$ cat config.mk
export PLATFORM = sky130hd
export DESIGN_NAME = cnn_tile_scheduler
export DESIGN_NICKNAME = d
export VERILOG_FILES = /design/src/rtl/cnn_tile_scheduler.sv
export SDC_FILE = /design/constraint.sdc
export NUM_CORES = 1
export LEC_CHECK = 0
export ABC_AREA = 0
export BUFFER_PORTS_ARGS = -buffer_cell sky130_fd_sc_hd__buf_2
export CAP_MARGIN = 0
export CORE_UTILIZATION = 45
export DETAILED_ROUTE_END_ITERATION = 8
export PLACE_DENSITY = 0.72
export SYNTH_ARGS = -nofsm -noshare
export SYNTH_HDL_FRONTEND = slang
export SYNTH_SLANG_ARGS = --single-unit
$ cat constraint.sdc
create_clock -name clk_i -period 3.7 [get_ports clk_i]
set_input_delay 0.555 -clock clk_i [delete_from_list [all_inputs] [get_ports clk_i]]
set_output_delay 0.555 -clock clk_i [all_outputs]
set_load 0.005 [all_outputs]
$ cat src/rtl/cnn_tile_scheduler.sv
// Loop-nest sequencer for the tiled conv engine: one start pulse walks to/ti/row/col/ki/kj and issues one step per handshake.
// Optional build macro CNN_SCHED_PERF_EN adds stall and step performance counters.
module cnn_tile_scheduler #(
    parameter int N_p  = 4,
    parameter int M_p  = 4,
    parameter int K_p  = 2,
    parameter int R_p  = 4,
    parameter int C_p  = 4,
    parameter int S_p  = 1,
    parameter int Tn_p = 2,
    parameter int Tm_p = 2
) (
    input  logic                              clk_i,
    input  logic                              reset_i,
    input  logic                              valid_i,
    output logic                              busy_o,
    output logic                              done_o,
    output logic                              step_v_o,
    input  logic                              step_ready_i,
    output logic [$clog2(M_p):0]              tm_base_o,
    output logic [$clog2(N_p):0]              tn_base_o,
    output logic [$clog2(Tm_p):0]             tm_cnt_o,
    output logic [$clog2(Tn_p):0]             tn_cnt_o,
    output logic [$clog2(R_p):0]              row_o,
    output logic [$clog2(C_p):0]              col_o,
    output logic [$clog2(K_p):0]              ki_o,
    output logic [$clog2(K_p):0]              kj_o,
    output logic [$clog2(R_p*S_p+K_p):0]      in_row_o,
    output logic [$clog2(C_p*S_p+K_p):0]      in_col_o,
    output logic                              first_o,
    output logic                              last_o,
`ifdef CNN_SCHED_PERF_EN
    output logic [31:0]                       stall_cnt_o,
    output logic [31:0]                       step_cnt_o,
`endif
    output logic [1:0]                        state_o
);

    localparam int TMB_W = $clog2(M_p) + 1;
    localparam int TNB_W = $clog2(N_p) + 1;
    localparam int TMC_W = $clog2(Tm_p) + 1;
    localparam int TNC_W = $clog2(Tn_p) + 1;
    localparam int RW    = $clog2(R_p) + 1;
    localparam int CW    = $clog2(C_p) + 1;
    localparam int KW    = $clog2(K_p) + 1;
    localparam int IRW   = $clog2(R_p*S_p+K_p) + 1;
    localparam int ICW   = $clog2(C_p*S_p+K_p) + 1;

    typedef enum logic [1:0] {IDLE = 2'd0, RUN = 2'd1, DONE = 2'd2} state_t;

    state_t             state_q;
    logic [TMB_W-1:0]   tm_base_q;
    logic [TNB_W-1:0]   tn_base_q;
    logic [RW-1:0]      row_q;
    logic [CW-1:0]      col_q;
    logic [KW-1:0]      ki_q;
    logic [KW-1:0]      kj_q;
    logic               kj_last, ki_last, col_last, row_last, tn_last, tm_last;
    logic [31:0]        tm_rem, tn_rem;

    assign kj_last  = (kj_q  == KW'(K_p - 1));
    assign ki_last  = (ki_q  == KW'(K_p - 1));
    assign col_last = (col_q == CW'(C_p - 1));
    assign row_last = (row_q == RW'(R_p - 1));
    assign tn_last  = (32'(tn_base_q) + Tn_p >= N_p);
    assign tm_last  = (32'(tm_base_q) + Tm_p >= M_p);
    assign tm_rem   = M_p - 32'(tm_base_q);
    assign tn_rem   = N_p - 32'(tn_base_q);

    // Step handshake: a step transfers on a rising clk_i edge where step_v_o && step_ready_i;
    // while step_v_o is high and step_ready_i is low, every step field holds its value.
    always_ff @(posedge clk_i) begin
        if (reset_i) begin
            state_q   <= IDLE;
            tm_base_q <= '0;
            tn_base_q <= '0;
            row_q     <= '0;
            col_q     <= '0;
            ki_q      <= '0;
            kj_q      <= '0;
        end else begin
            case (state_q)
                IDLE: begin
                    if (valid_i) begin
                        tm_base_q <= '0;
                        tn_base_q <= '0;
                        row_q     <= '0;
                        col_q     <= '0;
                        ki_q      <= '0;
                        kj_q      <= '0;
                        state_q   <= RUN;
                    end
                end
                RUN: begin
                    if (step_ready_i) begin
                        if (!kj_last) kj_q <= kj_q + 1'b1;
                        else begin
                            kj_q <= '0;
                            if (!ki_last) ki_q <= ki_q + 1'b1;
                            else begin
                                ki_q <= '0;
                                if (!col_last) col_q <= col_q + 1'b1;
                                else begin
                                    col_q <= '0;
                                    if (!row_last) row_q <= row_q + 1'b1;
                                    else begin
                                        row_q <= '0;
                                        if (!tn_last) tn_base_q <= tn_base_q + TNB_W'(Tn_p);
                                        else begin
                                            tn_base_q <= '0;
                                            if (!tm_last) tm_base_q <= tm_base_q + TMB_W'(Tm_p);
                                            else begin
                                                tm_base_q <= '0;
                                                state_q   <= DONE;
                                            end
                                        end
                                    end
                                end
                            end
                        end
                    end
                end
                DONE:    state_q <= IDLE;
                default: state_q <= IDLE;
            endcase
        end
    end

    assign busy_o   = (state_q != IDLE);
    assign done_o   = (state_q == DONE);
    assign step_v_o = (state_q == RUN);
    assign state_o  = state_q;

    // Step fields are forced to zero outside RUN so idle and reset present an all-zero bus.
    always_comb begin
        tm_base_o = '0;
        tn_base_o = '0;
        tm_cnt_o  = '0;
        tn_cnt_o  = '0;
        row_o     = '0;
        col_o     = '0;
        ki_o      = '0;
        kj_o      = '0;
        in_row_o  = '0;
        in_col_o  = '0;
        first_o   = 1'b0;
        last_o    = 1'b0;
        if (state_q == RUN) begin
            tm_base_o = tm_base_q;
            tn_base_o = tn_base_q;
            tm_cnt_o  = (tm_rem < Tm_p) ? TMC_W'(tm_rem) : TMC_W'(Tm_p);
            tn_cnt_o  = (tn_rem < Tn_p) ? TNC_W'(tn_rem) : TNC_W'(Tn_p);
            row_o     = row_q;
            col_o     = col_q;
            ki_o      = ki_q;
            kj_o      = kj_q;
            in_row_o  = IRW'(32'(row_q) * S_p + 32'(ki_q));
            in_col_o  = ICW'(32'(col_q) * S_p + 32'(kj_q));
            first_o   = (tn_base_q == '0) && (ki_q == '0) && (kj_q == '0);
            last_o    = tn_last && ki_last && kj_last;
        end
    end

`ifdef CNN_SCHED_PERF_EN
    always_ff @(posedge clk_i) begin
        if (reset_i) begin
            stall_cnt_o <= '0;
            step_cnt_o  <= '0;
        end else if (state_q == IDLE && valid_i) begin
            stall_cnt_o <= '0;
            step_cnt_o  <= '0;
        end else if (state_q == RUN) begin
            if (step_ready_i) begin
                if (step_cnt_o != '1) step_cnt_o <= step_cnt_o + 1'b1;
            end else begin
                if (stall_cnt_o != '1) stall_cnt_o <= stall_cnt_o + 1'b1;
            end
        end
    end
`endif

endmodule

==> results of run 1 <==
[worst min path at each step]
stage	depth (start not counted)	slack [ps]	endpoint	start
final	2	490	tm_base_q[1]	tm_base_q[1]
after global placement	2	470	tm_base_q[1]	tm_base_q[1]
after floorplan	2	450	tm_base_q[1]	tm_base_q[1]
after detailed placement	2	470	tm_base_q[1]	tm_base_q[1]
after global routing	2	540	tm_base_q[1]	tm_base_q[1]
after CTS	2	490	tm_base_q[1]	tm_base_q[1]
[layout by cell type (no fill, tap or decap), types with 2 or more instances in the layout]
master    synthesis  final
conb_1            1      4
inv_1            14     14
nand3_1           4      4
a211o_1           2      2
clkbuf_4          0      3
nor2_1           20     20
nor4_1            2      2
nor2b_1           5      5
xor2_1            2      2
o21ai_1           2      2
and3_1            5      5
ha_1             11     11
a21oi_1           9      9
and2_1            7      7
dfxtp_1          16     16
o21ai_0           4      4
o41ai_1           2      2
o311ai_1          2      2
nand4_1           3      3
a221oi_2          3      3
fa_1              2      2
nor3_1            3      3
nand2b_4          2      2
nand2b_1          4      4
mux2i_1           2      2
buf_2             2     34
[power by group through the flow]
stage | registers (mW) | clock network (mW) | logic [mW]
2_1_floorplan | 0.184 | 0 | 0.0470
3_3_place_gp | 0.186 | 0 | 0.0575
3_5_place_dp | 0.187 | 0 | 0.0583
4_1_cts | 0.183 | 0.0978 | 0.0585
5_1_grt | 0.184 | 0.105 | 0.0660
6_report | 0.183 | 0.0968 | 0.0588
[layer usage]
| metal | track usage (%) | part of all wire [%] |
|---|---|---|
| met5 | 0 | 0 |
| met4 | 7.69 | 0.85 |
| met3 | 2.50 | 5.0 |
| met2 | 32.9 | 45 |
| met1 | 29.7 | 49 |
[flip-flops by register name, summed over array words and instances, names as in the netlist]
| register | cells |
|---|---|
| col_q | 3 |
| ki_q | 2 |
| kj_q | 2 |
| row_q | 3 |
| state_o | 2 |
| tm_base_q | 2 |
| tn_base_q | 2 |
[cells by family (layout without fill, tap and decap cells)]
group | count (synthesis) | in the layout | share of synthesized area [%]
AO/OA/AOI/OAI | 29 | 29 | 17.0
XOR/XNOR | 2 | 2 | 1.41
adder cells (fa/ha/maj) | 13 | 13 | 14.3
buffers and inverters | 26 | 52 | 9.84
flip-flops | 16 | 16 | 25.7
multiplexers | 2 | 2 | 1.61
other | 1 | 4 | 0.301
AND/OR/NAND/NOR | 62 | 62 | 29.9
[metrics by stage]
| step | util [%] | hold slack (ps) |
|---|---|---|
| final | 55.9 | 490 |
| after floorplan | - | 452 |
| after CTS | 55.9 | 489 |
| after detailed placement | 55.0 | 475 |
| after global routing | 55.9 | 536 |
| after global placement | 55.0 | 467 |
[worst max-delay path, cell delays in order (launching register included)]
cell,delay (ps)
dfxtp_1,650
nand2b_4,250
inv_2,250
and2_1,170
nor2b_1,120
buf_2,120
[cell type report]
| class | instances | area, um^2 |
|---|---|---|
| Fill cell | 250 | 1120 |
| Multi-Input combinational cell | 112 | 815 |
| Sequential cell | 16 | 320 |
| Timing Repair Buffer | 34 | 170 |
| Inverter | 15 | 56.3 |
| Tap cell | 30 | 37.5 |
| Clock buffer | 3 | 22.5 |
==> impl_results.md, run 1 <==
* Status: finished, final reports clean
* Reg2reg setup slack at approximately 1900 ps
* First-pass GRT wire length at around 4500 um
* Worst-path fanout max at 22
* CTS Buf Count at 3
* Drt drc at 0
* Reg2Reg Depth at 5
* WP data arrival at roughly 1900 ps
* Gr usage total at 21.2%
* Starting Density at 49.0%
* Clock Tree Root: clkbuf_4
* Worst slew pin tran at a little over 500 ps
* Max Cap Violations at 0
* Dpl hpwl at 2140 um
* Setup TNS at 0 ps
* Final setup vio count at 0
* Clock share of power at around 29%
* Post-synth EDFFs at 0
* Area delta synth->final at 14.1%
* Setup slack at placement at roughly 1600 ps
* Layout cells sized above 1 at 26.1%
* Syn Area/Cell at about 8.3 um^2
* Setup ws final at approximately 1300 ps
* Fmax at about 420 MHz
* CP endpoint kind: output port
* Htree depth at 1
* Cts repair resizes at 0
* Congestion Overflow GR at 0
* Layout Cells excl Fill at 210
* Wirelength, routed at 2830 um
* RePlAce Congestion at between 0.8 and 0.9
* Drt initial violations at 29
* End of the critical path: in_col_o[3]
* Sequential element share of the synthesized area at 25.7%
* Die width at around 55 um
* Part of the cycle the worst path needs at between 60% and 70%
* Cells after synthesis at 151
* #FFs+latches synth at 16
* Core Area at around 2500 um^2
* CTS tree: yes
* Final min period at 2410 ps
* Overall Power at roughly 0.34 mW
* Skew-Pair Late Insertion Delay at about 290 ps
* Ys Warns at 0
* Vias in the first global route at between 900 and 1k
* Synth top cells by count: nor2_1, dfxtp_1, inv_1
* Post-synth top flop: dfxtp_1
* Sink Count at 16
* CTS clock-pin slew for the worst setup and hold paths at about 100 ps
* Finished layout cell area at between 1000 and 1500 um^2
* Fin. Hold Viols at 0
* Final Max Slew Viols at 0
* Row count at 18
* Area leader, netlist: dfxtp_1
* I/O pin count at 39
* Routed wire per std cell at 13.5 um
* CP required at roughly 3100 ps
* Sw Pwr at around 0.10 mW
* Cell Area, Placed at between 1000 and 1500 um^2
* Share of the synthesized area in the top cell type at between 20% and 30%
* Hold-fix buffers, CTS at 0
* Clock skew at approximately 2.3 ps
* Nets at just under 200
* Port Buffers at 34
* Post-CTS setup buffers at 0
* Crit Path Class: reg2out
* Switching share of power at 30.3%
* RSZ-0062 raised after global routing: no
* Initial antenna violation count at 0
* Power share of the combinational group at between 15 and 20%
* Max IR drop VDD at roughly 170 uV
* Vias per cell at between 5 and 6
* Post-route ant nets at 0
* Max clock buf depth at 2
* Routed via count at between 1k and 1.5k
* Pin count of the biggest net entering global routing at 23
* Antenna cells at 0
* Part of the power in registers at 54.0%
* Synth async-reset ratio at 0%
* Hold Path Class: reg2reg
* Post-Syn Area at 1250 um^2
* Worst R2R End: tm_base_q[2]
* Ranking of synthesized cells by area: dfxtp_1, ha_1, nor2_1
* Relative slew slack at about 66%
* Most common cell in the netlist: nor2_1
* DIE AREA at 2980 um^2
* Placed cells at ~210
* Startpoint types: register
* Worst setup startpoint: state_o[0]
* TritonRoute pass-1 iters at 4
* Synth cell types at between 40 and 50
* Reg2reg start: state_o[1]
* Die Ht at roughly 55 um
* Pwr per Cell Area at ~240 nW/um^2
* Pint at 0.236 mW
* Leakage power at between 0.6 and 0.7 nW
Power figures use the tool's default switching activity.
==> run 2, diff against run 1 <==
- clock period: 3.7 -> 2.39 ns (I/O delays scaled with it)
==> run 2 against run 1 <==
Via count up 0.43%; clock-buffer cell count unchanged; sequential share of layout area stayed put; routed wire length decreased by 0.88%; hold slack lost 120 ps; sequential power grew 55%; setup slack worse by 1100 ps; clock power rose by 54%; cell area unchanged; power increased by 55%.
==> impl_results.md, run 2 (synthesized netlist as in run 1, its figures left out) <==
* WP data arrival at 1860 ps
* Worst slew pin tran at approximately 500 ps
* Routed wire per std cell at 13.4 um
* Pwr per Cell Area at around 370 nW/um^2
* Hold-fix buffers, CTS at 0
* Pin count of the biggest net entering global routing at 23
* Hold Path Class: in2reg
* CTS Buf Count at 3
* Layout cells sized above 1 at a little over a quarter
* Switching share of power at 30.2%
* Cell Area, Placed at approximately 1400 um^2
* Fmax at approximately 450 MHz
* Starting Density at 49.0%
* RSZ-0062 raised after global routing: no
* Setup TNS at 0 ps
* Filler instances at between 200 and 250
* Clock skew at between 8 and 9 ps
* Final setup vio count at 0
* Die Ht at approximately 55 um
* Worst-path fanout max at 22
* Post-CTS setup buffers at 0
* Overall Power at 0.523 mW
* DIE AREA at 2980 um^2
* Cts repair resizes at 0
* Die width at between 50 and 60 um
* Status: finished, final reports clean
* Row count at 18
* Post-route ant nets at 0
* Max clock buf depth at 2
* Max Cap Violations at 0
* RePlAce Congestion at 0.879
* Htree depth at 1
* I/O pin count at 39
* Clock Tree Root: clkbuf_4
* Most frequent cells in the layout: buf_2, nor2_1, dfxtp_1
* Finished layout cell area at around 1400 um^2
* CTS clock-pin slew for the worst setup and hold paths at about 100 ps
* CP required at a little over 2000 ps
* Relative slew slack at around 66%
* Vias in the first global route at 1003
* Area delta synth->final at 14.1%
* Final Max Slew Viols at 0
* Drt initial violations at 35
* Part of the power in registers at ~54%
* Skew-Pair Late Insertion Delay at approximately 290 ps
* Drt drc at 0
* Antenna cells at 0
* Vias per cell at 5.50
* Max IR drop VDD at 327 uV
* Power share of the combinational group at 17.4%
* TritonRoute pass-1 iters at 4
* Gr usage total at roughly a fifth
* Final min period at between 2000 and 2500 ps
* Routed via count at 1155
* First-pass GRT wire length at about 4500 um
* Largest regs: col_q x3, row_q x3
* Leakage power at between 0.6 and 0.7 nW
* Sw Pwr at 0.158 mW
* CTS tree: yes
* Port Buffers at 34
* Leading cell type in the layout, fill and taps excluded: buf_2
* Clock share of power at between 20% and 30%
* Startpoint types: register
* Part of the cycle the worst path needs at roughly 93%
* Wirelength, routed at 2810 um
* Crit Path Class: reg2out
* Pint at between 0.3 and 0.4 mW
* Congestion Overflow GR at 0
* Sink Count at 16
* CP endpoint kind: output port
* Initial antenna violation count at 0
* Dpl hpwl at between 2000 and 2500 um
* Fin. Hold Viols at 0
* Nets at 199
* Core Area at approximately 2500 um^2
## run 2: cell counts in the layout (fill, tap and decap cells not counted)
No cell type changed its count.
## run 2: area by class of cell
| class | instances | area, um^2 | share of cell area, % |
|---|---|---|---|
| clock buffer | 3 | 22.5 | 1.58 |
| inverter | 15 | 56.3 | 3.96 |
| multi-input combinational | 112 | 815 | 57.3 |
| sequential | 16 | 320 | 22.5 |
| tap | 30 | 37.5 | 2.64 |
| timing repair buffer | 34 | 170 | 12.0 |
## run 2: path summary, 6_finish.rpt
path / depth (start not counted) / end / slack, ps / start
min: 3 / state_o[0] / 370 / valid_i
max: 5 / in_col_o[3] / 170 / state_o[0]
max reg2reg: 5 / tm_base_q[2] / 520 / state_o[1]
min reg2reg: 2 / tm_base_q[1] / 490 / tm_base_q[1]
## run 2: through the flow
stage / instances / hold WS [ps] / utilization [%] / setup slack (ps)
after CTS: 210 / 363 / 55.9 / 188
after global placement: 207 / 467 / 55.0 / 584
after floorplan: 154 / 452 / - / 720
after detailed placement: 207 / 474 / 55.0 / 527
final: 210 / 366 / 55.9 / 173
after global routing: 210 / 362 / 55.9 / 18.2
## run 2: power groups by stage
stage                     Combinational [mW]  Sequential [mW]  Clock, mW
final                                 0.0912            0.283      0.149
after global routing                   0.102            0.285      0.168
after CTS                             0.0902            0.283      0.151
after detailed placement              0.0897            0.289          0
after global placement                0.0890            0.289          0
after floorplan                       0.0728            0.285          0
## run 2: worst max-delay path, stage by stage (launching register included)
cell and delay, ps:
dfxtp_1 660, nand2b_4 260, inv_2 250, and2_1 170, nor2b_1 110, buf_2 110
## run 2: per-layer routing
layer  track usage [%]  vias up  part of all wire [%]
li1                  -      577                     -
met4              4.70        0                  0.50
met2              32.9       37                    45
met5                 0        -                     0
met1              28.7      539                    49
met3              3.06        2                   5.8
